==> src/rtl/alu_writeback.sv <==
// Writeback stage after the ALU: pipelines the destination index alongside the ALU's registered result
// and shares the register-file write port with load returns through a 1-entry hold buffer.
module alu_writeback #(
  parameter int BITS  = 16,
  parameter int RBITS = 4
) (
  input  logic             CLK,
  input  logic             RSTb,
  input  logic             issue_valid,
  input  logic             issue_wen,
  input  logic [RBITS-1:0] issue_rd,
  input  logic [BITS-1:0]  alu_out,
  input  logic             mem_valid,
  input  logic [RBITS-1:0] mem_rd,
  input  logic [BITS-1:0]  mem_data,
  output logic             rf_we,
  output logic [RBITS-1:0] rf_waddr,
  output logic [BITS-1:0]  rf_wdata,
  output logic             fwd_valid,
  output logic [RBITS-1:0] fwd_reg,
  output logic [BITS-1:0]  fwd_data,
  output logic             stall,
  output logic             overflow
);

  typedef enum logic {EMPTY, HELD} hold_state_t;

  hold_state_t      state_q, state_d;
  logic             e1_valid_q, e1_valid_d;
  logic [RBITS-1:0] e1_rd_q, e1_rd_d;
  logic [RBITS-1:0] hold_rd_q, hold_rd_d;
  logic [BITS-1:0]  hold_data_q, hold_data_d;
  logic             rf_we_q, rf_we_d;
  logic [RBITS-1:0] rf_waddr_q, rf_waddr_d;
  logic [BITS-1:0]  rf_wdata_q, rf_wdata_d;
  logic             overflow_q, overflow_d;

  assign stall = (state_q == HELD);

  always_comb begin
    e1_valid_d  = issue_valid & issue_wen & ~stall;
    e1_rd_d     = issue_rd;
    state_d     = state_q;
    hold_rd_d   = hold_rd_q;
    hold_data_d = hold_data_q;
    rf_we_d     = 1'b0;
    rf_waddr_d  = rf_waddr_q;
    rf_wdata_d  = rf_wdata_q;
    overflow_d  = overflow_q;

    // Write-port priority: ALU result, then held load, then a fresh load.
    if (e1_valid_q) begin
      rf_we_d    = 1'b1;
      rf_waddr_d = e1_rd_q;
      rf_wdata_d = alu_out;
    end else if (state_q == HELD) begin
      rf_we_d    = 1'b1;
      rf_waddr_d = hold_rd_q;
      rf_wdata_d = hold_data_q;
    end else if (mem_valid) begin
      rf_we_d    = 1'b1;
      rf_waddr_d = mem_rd;
      rf_wdata_d = mem_data;
    end

    case (state_q)
      EMPTY: begin
        // A load colliding with the same-cycle ALU write is already stale.
        if (mem_valid && e1_valid_q && (e1_rd_q != mem_rd)) begin
          state_d     = HELD;
          hold_rd_d   = mem_rd;
          hold_data_d = mem_data;
        end
      end
      HELD: begin
        if (e1_valid_q) begin
          if (e1_rd_q == hold_rd_q) state_d = EMPTY;
          if (mem_valid) overflow_d = 1'b1;
        end else if (mem_valid) begin
          hold_rd_d   = mem_rd;
          hold_data_d = mem_data;
        end else begin
          state_d = EMPTY;
        end
      end
      default: state_d = EMPTY;
    endcase
  end

  always_ff @(posedge CLK) begin
    if (!RSTb) begin
      state_q     <= EMPTY;
      e1_valid_q  <= 1'b0;
      e1_rd_q     <= '0;
      hold_rd_q   <= '0;
      hold_data_q <= '0;
      rf_we_q     <= 1'b0;
      rf_waddr_q  <= '0;
      rf_wdata_q  <= '0;
      overflow_q  <= 1'b0;
    end else begin
      state_q     <= state_d;
      e1_valid_q  <= e1_valid_d;
      e1_rd_q     <= e1_rd_d;
      hold_rd_q   <= hold_rd_d;
      hold_data_q <= hold_data_d;
      rf_we_q     <= rf_we_d;
      rf_waddr_q  <= rf_waddr_d;
      rf_wdata_q  <= rf_wdata_d;
      overflow_q  <= overflow_d;
    end
  end

  assign rf_we     = rf_we_q;
  assign rf_waddr  = rf_waddr_q;
  assign rf_wdata  = rf_wdata_q;
  assign fwd_valid = rf_we_q;
  assign fwd_reg   = rf_waddr_q;
  assign fwd_data  = rf_wdata_q;
  assign overflow  = overflow_q;

endmodule
==> config.mk <==
export PLATFORM = sky130hd
export DESIGN_NAME = alu_writeback
export DESIGN_NICKNAME = d
export VERILOG_FILES = /design/src/rtl/alu_writeback.sv
export SDC_FILE = /design/constraint.sdc
export NUM_CORES = 1
export LEC_CHECK = 0
export CAP_MARGIN = 20
export CELL_PAD_IN_SITES_DETAIL_PLACEMENT = 0
export CELL_PAD_IN_SITES_GLOBAL_PLACEMENT = 1
export CORE_MARGIN = 5
export CORE_UTILIZATION = 36
export CTS_CLUSTER_SIZE = 24
export DETAILED_ROUTE_END_ITERATION = 10
export GPL_TIMING_DRIVEN = 0
export PLACE_DENSITY = 0.89
export SETUP_SLACK_MARGIN = 0.5
export SYNTH_ARGS = -nofsm -noshare
export SYNTH_HDL_FRONTEND = slang
export SYNTH_SLANG_ARGS = --single-unit
export TNS_END_PERCENT = 1
==> constraint.sdc <==
create_clock -name CLK -period 4 [get_ports CLK]
set_input_delay 0.6 -clock CLK [delete_from_list [all_inputs] [get_ports CLK]]
set_output_delay 0.6 -clock CLK [all_outputs]
set_load 0.02 [all_outputs]
-- After elaboration in Yosys (flattened, before gate mapping)
Index checks and enable logic that the tools add are counted.
Widths: inputs -> output; s select.
- reduce and logical (&&, ||, !) cells: 5
- eq/ne operators: 5
- bitwise logic cells: 3
- muxes and demuxes: 19
- operators by type and width (cell ; count):
    $mux 16 ; 5
    $pmux 16 s2 ; 1
    $mux 4 ; 5
    $pmux 4 s2 ; 1
    $mux 1 ; 6
    $reduce_and 3->1 ; 2
    $eq 4x4->1 ; 1
    $ne 2x2->1 const B ; 2
    $ne 4x4->1 ; 1
    $reduce_bool 3->1 ; 1
    $and 1x1->1 ; 2
    $logic_and 1x1->1 ; 2
    $ne 2x1->1 const B ; 1
    $pmux 1 s2 ; 1
    $not 1->1 ; 1
- bits in registers: 48
- word-level logic and storage cells: 41
- output and inout bits: 44
- input bits: 45

-- Depth between registers and ports, before layout
Gate-level depths: netlist of run 1.
- depth in word-level cells: 4
- depth in mapped cells: 7
- gate-level depth less buffers: 4

-- Worst setup path after synthesis of run 1
OpenSTA, ideal clock, no wires.
- path type: in2reg
- from: input mem_rd[3]
- to: register hold_rd_q[0]
- path slack: 2.341 ns
- stages: 5
- arrival: 1.539 ns
- buffers on the path: 1
- path through: xor2_1 -> nor4_4 -> buf_4 -> nor2_1 -> a211o_1
- longest elaborated chain between the ends: 4
- RTL lines (item ; RTL line ; RTL):
    start: declaration ; 14 ; input logic [RBITS-1:0] mem_rd,
    $ne 4x4->1 ; 69 ; if (mem_valid && e1_valid_q && (e1_rd_q != mem_rd)) begin
    $logic_and 1x1->1 ; 69 ;
    $ne 2x1->1 (no source line) ; - ;
    $reduce_and 3->1 (no source line) ; - ;
    end signal: assignment ; 105 ; hold_rd_q <= hold_rd_d;
    end: declaration ; 31 ; logic [RBITS-1:0] hold_rd_q, hold_rd_d;
Every way passes these cells.
A chain may end at the register's enable or synchronous reset.

-- Final worst setup path of run 1
- from: input mem_valid
- to: register hold_data_q[7]
- longest elaborated chain between the ends: 4
- elaborated cells on any way between the ends: 5
- classes of those cells: eq/ne: 2; reduce/logical: 3
- RTL lines (item ; RTL line ; RTL):
    start: declaration ; 13 ; input logic mem_valid,
    $logic_and 1x1->1 (2 in a row) ; 69 ;
    $ne 2x1->1 (no source line) ; - ;
    $reduce_and 3->1 (no source line) * ; - ;
    end signal: assignment ; 106 ; hold_data_q <= hold_data_d;
    end: declaration ; 32 ; logic [BITS-1:0] hold_data_q, hold_data_d;
Mark *: on every way between the ends. The rest lies on a longest branch, timed or not.

==> results of run 1 <==
report_power, final:
group          switching, mW  internal, mW
Combinational          0.148         0.155
Clock                  0.169         0.155
Sequential            0.0214         0.503
routing by layer:
metal / part of all wire [%] / wire [µm] / up-vias / track usage (%)
met5: 0 / 0 / - / 0
met4: 0.80 / 70 / 0 / 3.67
met3: 7.2 / 632 / 6 / 3.95
met2: 49 / 4330 / 122 / 30.0
met1: 43 / 3770 / 1397 / 23.8
li1: - / - / 1379 / -
area by class of cell:
class,count,area [µm²]
sequential,48,961
clock buffer,7,96.3
timing repair buffer,87,871
tap,99,124
buffer,54,302
fill,704,3510
multi-input combinational,216,1430
inverter,10,37.5
worst paths after layout:
check	from	to	slack, ns	cells after the start
min reg2reg	fwd_data[8]	fwd_data[8]	0.48	2
min	fwd_data[8]	fwd_data[8]	0.48	2
max	mem_valid	hold_data_q[7]	1.88	6
max reg2reg	stall	hold_data_q[4]	2.18	5
layout by cell type, fill, tap and decap left out, types with 2 or more instances in the layout:
cell type        instances
a21oi_1                 16
inv_1                   10
buf_4                   22
clkdlybuf4s50_1         87
buf_2                   13
clkbuf_1                17
and2_1                  15
o221ai_1                19
mux2_2                   8
dfxtp_1                 48
a22oi_1                 43
nand3_1                 19
nor2_1                   5
clkbuf_8                 7
nor2b_1                  2
nand2_1                 29
buf_1                    2
and3_1                   2
o21ai_0                 20
xor2_1                   7
a22o_1                  21
cells by family after synthesis:
family                    count (synthesis)  synth area share, %
xor gates and xnor gates                  8                 2.56
AOI/OAI and AO/OA                       124                 32.5
and+or+nand+nor                          76                 14.1
muxes                                     8                 3.30
buffers and inverters                    64                 12.4
DFF                                      48                 35.1
worst max-delay path, stage by stage:
cell and delay [ns]:
clkdlybuf4s50_1 0.60, nor2b_1 0.19, clkbuf_1 0.47, a22o_1 0.22, a22oi_1 0.06, o221ai_1 0.20
==> flow_summary.json, run 1 <==
{
  "layout.cells.non_filler": 521,
  "first_global_vias": 2705,
  "cts-root-buf": "clkbuf_8",
  "rsz0062_at_grt": "no",
  "synthToLayoutAreaGrowth_pct": 39.9,
  "skew_ns": 0.00626,
  "tightest_slew_ns": 0.621,
  "antenna_cells": 0,
  "antenna_found_initial": 0,
  "synth.area.top_cells": "dfxtp_1 35%, a22oi_1 12%, a22o_1 6.7%, o221ai_1 6.1%, buf_4 6.0%",
  "nets": 467,
  "cts_sinks": 48,
  "worstSetupEndpointType": "flip-flop",
  "grt.overflow.total": 0,
  "synth_ff_type": "dfxtp_1",
  "dp_slack_ns": 1.61,
  "netlist_area_um2": 2730,
  "path_max_fanout": 10,
  "drive_gt1_share_pct": 12.1,
  "cts_hold_buf": 0,
  "path_clk_slew_ns": 0.09,
  "final.setup.tns_ns": 0,
  "firstDrtPassIters": 5,
  "h-tree-depth": 2,
  "yosysTopAreaCell": "dfxtp_1",
  "drc": 0,
  "numCtsBuffers": 5,
  "ys_types": 29,
  "cts-resized-gates": 0,
  "utilization_pct": 52.2,
  "final.period_utilization_pct": 53.0,
  "grt_max_degree": 14,
  "hp-class": "reg -> reg",
  "yosys_register_bits": 48,
  "p_leak_nw": 1.44,
  "dp_hpwl_mm": 6.21,
  "yosysSeqAreaShare_pct": 35.1,
  "fin_area_um2": 3820,
  "critPathLaunchType": "input pin",
  "cp_data_arrival_time_ns": 2.34,
  "power_density_nw_per_um2": 301,
  "avgRoutedWirePerCell_um": 16.9,
  "ir_drop_v": 0.000130,
  "clockBufferDepth": 2,
  "drt_iter0_markers": 220,
  "grt_pass1_wl_mm": 14.0,
  "synth_common_cells": "48 x dfxtp_1, 43 x a22oi_1, 29 x nand2_1",
  "setup_viol": 0,
  "gp_congestion": 0.842,
  "dp.cells": 514,
  "crit_required_ns": 4.23,
  "vias": 2904,
  "synth-async-reset-ratio_pct": 0,
  "netlist_instances": 328,
  "fin_crit_ns": 2.12,
  "die-height_um": 97.1,
  "io_buffer_count": 87,
  "max_freq_mhz": 472,
  "wl_mm": 8.80,
  "final_max_slew_viol_count": 0,
  "fin_hold_ws_ns": 0.480,
  "rows": 31,
  "io_pins": 89,
  "grt.total_usage_pct": 18.0,
  "power.total_mw": 1.15,
  "synth-edff-count": 0,
  "die_area_um2": 9440,
  "postCtsSetupRepairBufs": 0,
  "insertion_delay_ns": 0.31,
  "yosys_warnings": 0,
  "die_x_um": 97.1,
  "drv_cap": 0,
  "start_util_pct": 37.3,
  "dpl_cell_area_um2": 3730,
  "finalWorstSetupSlack_ns": 1.88,
  "finalHoldViolCount": 0,
  "criticalPathCategory": "in -> reg",
  "syn_nets": 373,
  "avgSynthCellArea_um2": 8.33,
  "viasPerCell": 5.57,
  "synth.most_common_cell": "dfxtp_1",
  "yosys.area.top_type_share_pct": 35.1,
  "relSlewSlack_pct": 58.6,
  "ant_nets": 0,
  "core_um2": 7330,
  "status": "finished, final reports clean",
  "cts_tree": "done"
}
(Power assumes the default switching activity.)
==> run 2: changes to the inputs <==
CORE_UTILIZATION = 30   (was 36)
PLACE_DENSITY = 0.8   (was 0.89)
clock period = 1.8 ns   (was 4 ns; I/O delays follow)
==> run 2 against run 1 <==
Sequential share of layout area shrank 0.41 points. Critical path depth shrank 5. Global-route usage decreased by 2.0 points. Wire length grew 4.5%. Utilization down 7.7 points. Combinational power rose by 120%. Total power rose by 120%. Via count is 0.79% lower. Critical endpoint is now fwd_reg[3]. Flip-flop and latch count is the same. Clock power is 110% higher.
==> flow_summary.json, run 2 (same netlist as run 1, synthesis figures left out) <==
{
  "drive_gt1_share_pct": 16.9,
  "die_x_um": 105,
  "path_max_fanout": 3,
  "r2r-end": "hold_rd_q[0]",
  "comb_power_share_pct": 26.3,
  "antenna_found_initial": 0,
  "switchingPower_mw": 0.758,
  "numCtsBuffers": 5,
  "final_max_slew_viol_count": 0,
  "crit_chain": "clkdlybuf4s50_1",
  "grt.total_usage_pct": 16.0,
  "slowest_stage": "clkdlybuf4s50_1",
  "status": "finished, final reports clean",
  "hold-path-endpoint": "hold_rd_q[1]",
  "grt.overflow.total": 0,
  "finalWorstSetupSlack_ns": 0.236,
  "fin_crit_ns": 1.56,
  "avgRoutedWirePerCell_um": 17.2,
  "drc": 0,
  "path_clk_slew_ns": 0.09,
  "cts_sinks": 48,
  "firstDrtPassIters": 5,
  "grt_pass1_wl_mm": 14.5,
  "synthToLayoutAreaGrowth_pct": 43.2,
  "hp-class": "in -> reg",
  "cp_data_arrival_time_ns": 1.29,
  "p_int_mw": 1.76,
  "ir_drop_v": 0.000251,
  "holdCritStartpoint": "mem_rd[1]",
  "first_global_vias": 2873,
  "viasPerCell": 5.39,
  "power_density_nw_per_um2": 643,
  "cts-root-buf": "clkbuf_8",
  "cts_tree": "done",
  "wl_mm": 9.20,
  "drv_cap": 0,
  "worstSetupEndpointType": "output pin",
  "insertion_delay_ns": 0.31,
  "reg2regPathDepth": 6,
  "start_util_pct": 31.0,
  "dp.cells": 523,
  "clockBufferDepth": 2,
  "cts_hold_buf": 0,
  "final_common_cell": "clkdlybuf4s50_1",
  "rows": 34,
  "utilization_pct": 44.4,
  "final.period_utilization_pct": 86.9,
  "ant_nets": 0,
  "core_um2": 8810,
  "layout.cells.non_filler": 535,
  "p_leak_nw": 1.66,
  "skew_ns": 0.00749,
  "critPathLaunchType": "flip-flop",
  "die_area_um2": 11100,
  "grt_max_degree": 14,
  "fin_hold_ws_ns": 0.380,
  "io_buffer_count": 87,
  "drt_iter0_markers": 177,
  "relSlewSlack_pct": 62.5,
  "h-tree-depth": 2,
  "nets": 471,
  "p_seq_share_pct": 46.4,
  "finalHoldViolCount": 0,
  "crit_required_ns": 1.53,
  "rsz0062_at_grt": "yes",
  "r2r_start": "e1_rd_q[3]",
  "path_buf_inv": 1,
  "vias": 2881,
  "critPathTopFamily": "buffers and inverters",
  "holdPathStages": 3,
  "gp_congestion": 0.802,
  "antenna_cells": 0,
  "p_clk_share_pct": 27.3,
  "crit_path_max_incr_delay_ns": 0.62,
  "max_freq_mhz": 639,
  "swShare_pct": 30.1,
  "tightest_slew_ns": 0.562,
  "layout_common_cells": "50 x clkdlybuf4s50_1, 43 x a22oi_1, 43 x dfxtp_1, 35 x dlygate4sd2_1, 30 x buf_4",
  "dp_hpwl_mm": 6.51,
  "setup_viol": 0,
  "die-height_um": 105,
  "io_pins": 89,
  "dp_slack_ns": -0.311,
  "final.setup.tns_ns": 0,
  "criticalPathCategory": "reg -> out",
  "ff2ff_setup_slack_ns": 0.24
}
run 2: changes by cell type in the layout (fill, tap and decap cells not counted), sizes merged:
cell / previous run / this run
clkdlybuf4s50: 87 / 50
dlymetal6s2s: 0 / 2
dlygate4sd2: 0 / 35
buf: 37 / 39
clkbuf: 24 / 27
run 2: final cells by class:
type	count	area, µm²
Buffer	54	355
Sequential cell	48	967
Tap cell	108	135
Clock buffer	8	90.1
Multi-Input combinational cell	216	1450
Fill cell	898	4890
Timing Repair Buffer	91	875
Inverter	10	37.5
run 2: power groups by stage:
stage                     Clock [mW]  Sequential, mW  Combinational [mW]
after floorplan                    0            1.22               0.323
after global placement             0            1.19               0.676
after detailed placement           0            1.19               0.680
after CTS                      0.703            1.17               0.659
after global routing           0.749            1.18               0.709
final                          0.688            1.17               0.663
run 2: what timing repair did:
action,CTS,global route
setup buffers,3,1
pin swaps,1,2
endpoints found under the setup margin,87,88
resized for setup,50,14
run 2: worst max-delay path by stage:
| stage | start | endpoint | slack (ns) | depth (start not counted) |
|---|---|---|---|---|
| 6_report | fwd_reg[3] | fwd_reg[3] | 0.24 | 1 |
| 5_1_grt | fwd_data[12] | fwd_data[12] | 0.18 | 1 |
| 4_1_cts | fwd_data[1] | fwd_data[1] | 0.23 | 1 |
| 3_5_place_dp | mem_valid | hold_data_q[9] | -0.31 | 6 |
| 3_3_place_gp | mem_valid | hold_rd_q[2] | -0.25 | 6 |
| 2_1_floorplan | e1_rd_q[1] | hold_rd_q[0] | 0.44 | 5 |
run 2: per-stage QoR:
stage | area [µm²] | total power [mW]
6_report | 3910 | 2.52
3_5_place_dp | 3770 | 1.87
4_1_cts | 3880 | 2.53
2_1_floorplan | 2760 | 1.55
3_3_place_gp | 3770 | 1.87
5_1_grt | 3910 | 2.64
run 2: per-layer routing:
| layer | vias up | wire length (µm) | global-route usage (%) | part of all wire, % |
|---|---|---|---|---|
| met1 | 1390 | 3950 | 20.4 | 43 |
| met2 | 90 | 4570 | 26.9 | 50 |
| li1 | 1386 | - | - | - |
| met4 | 0 | 191 | 5.72 | 2.1 |
| met3 | 15 | 488 | 3.24 | 5.3 |
| met5 | - | 0 | 0 | 0 |
==> run 3: changes to the inputs <==
SLEW_MARGIN = 20   (was unset)
==> results of run 3 <==
No change in the layout: final DEF, timing and power equal those of run 2.
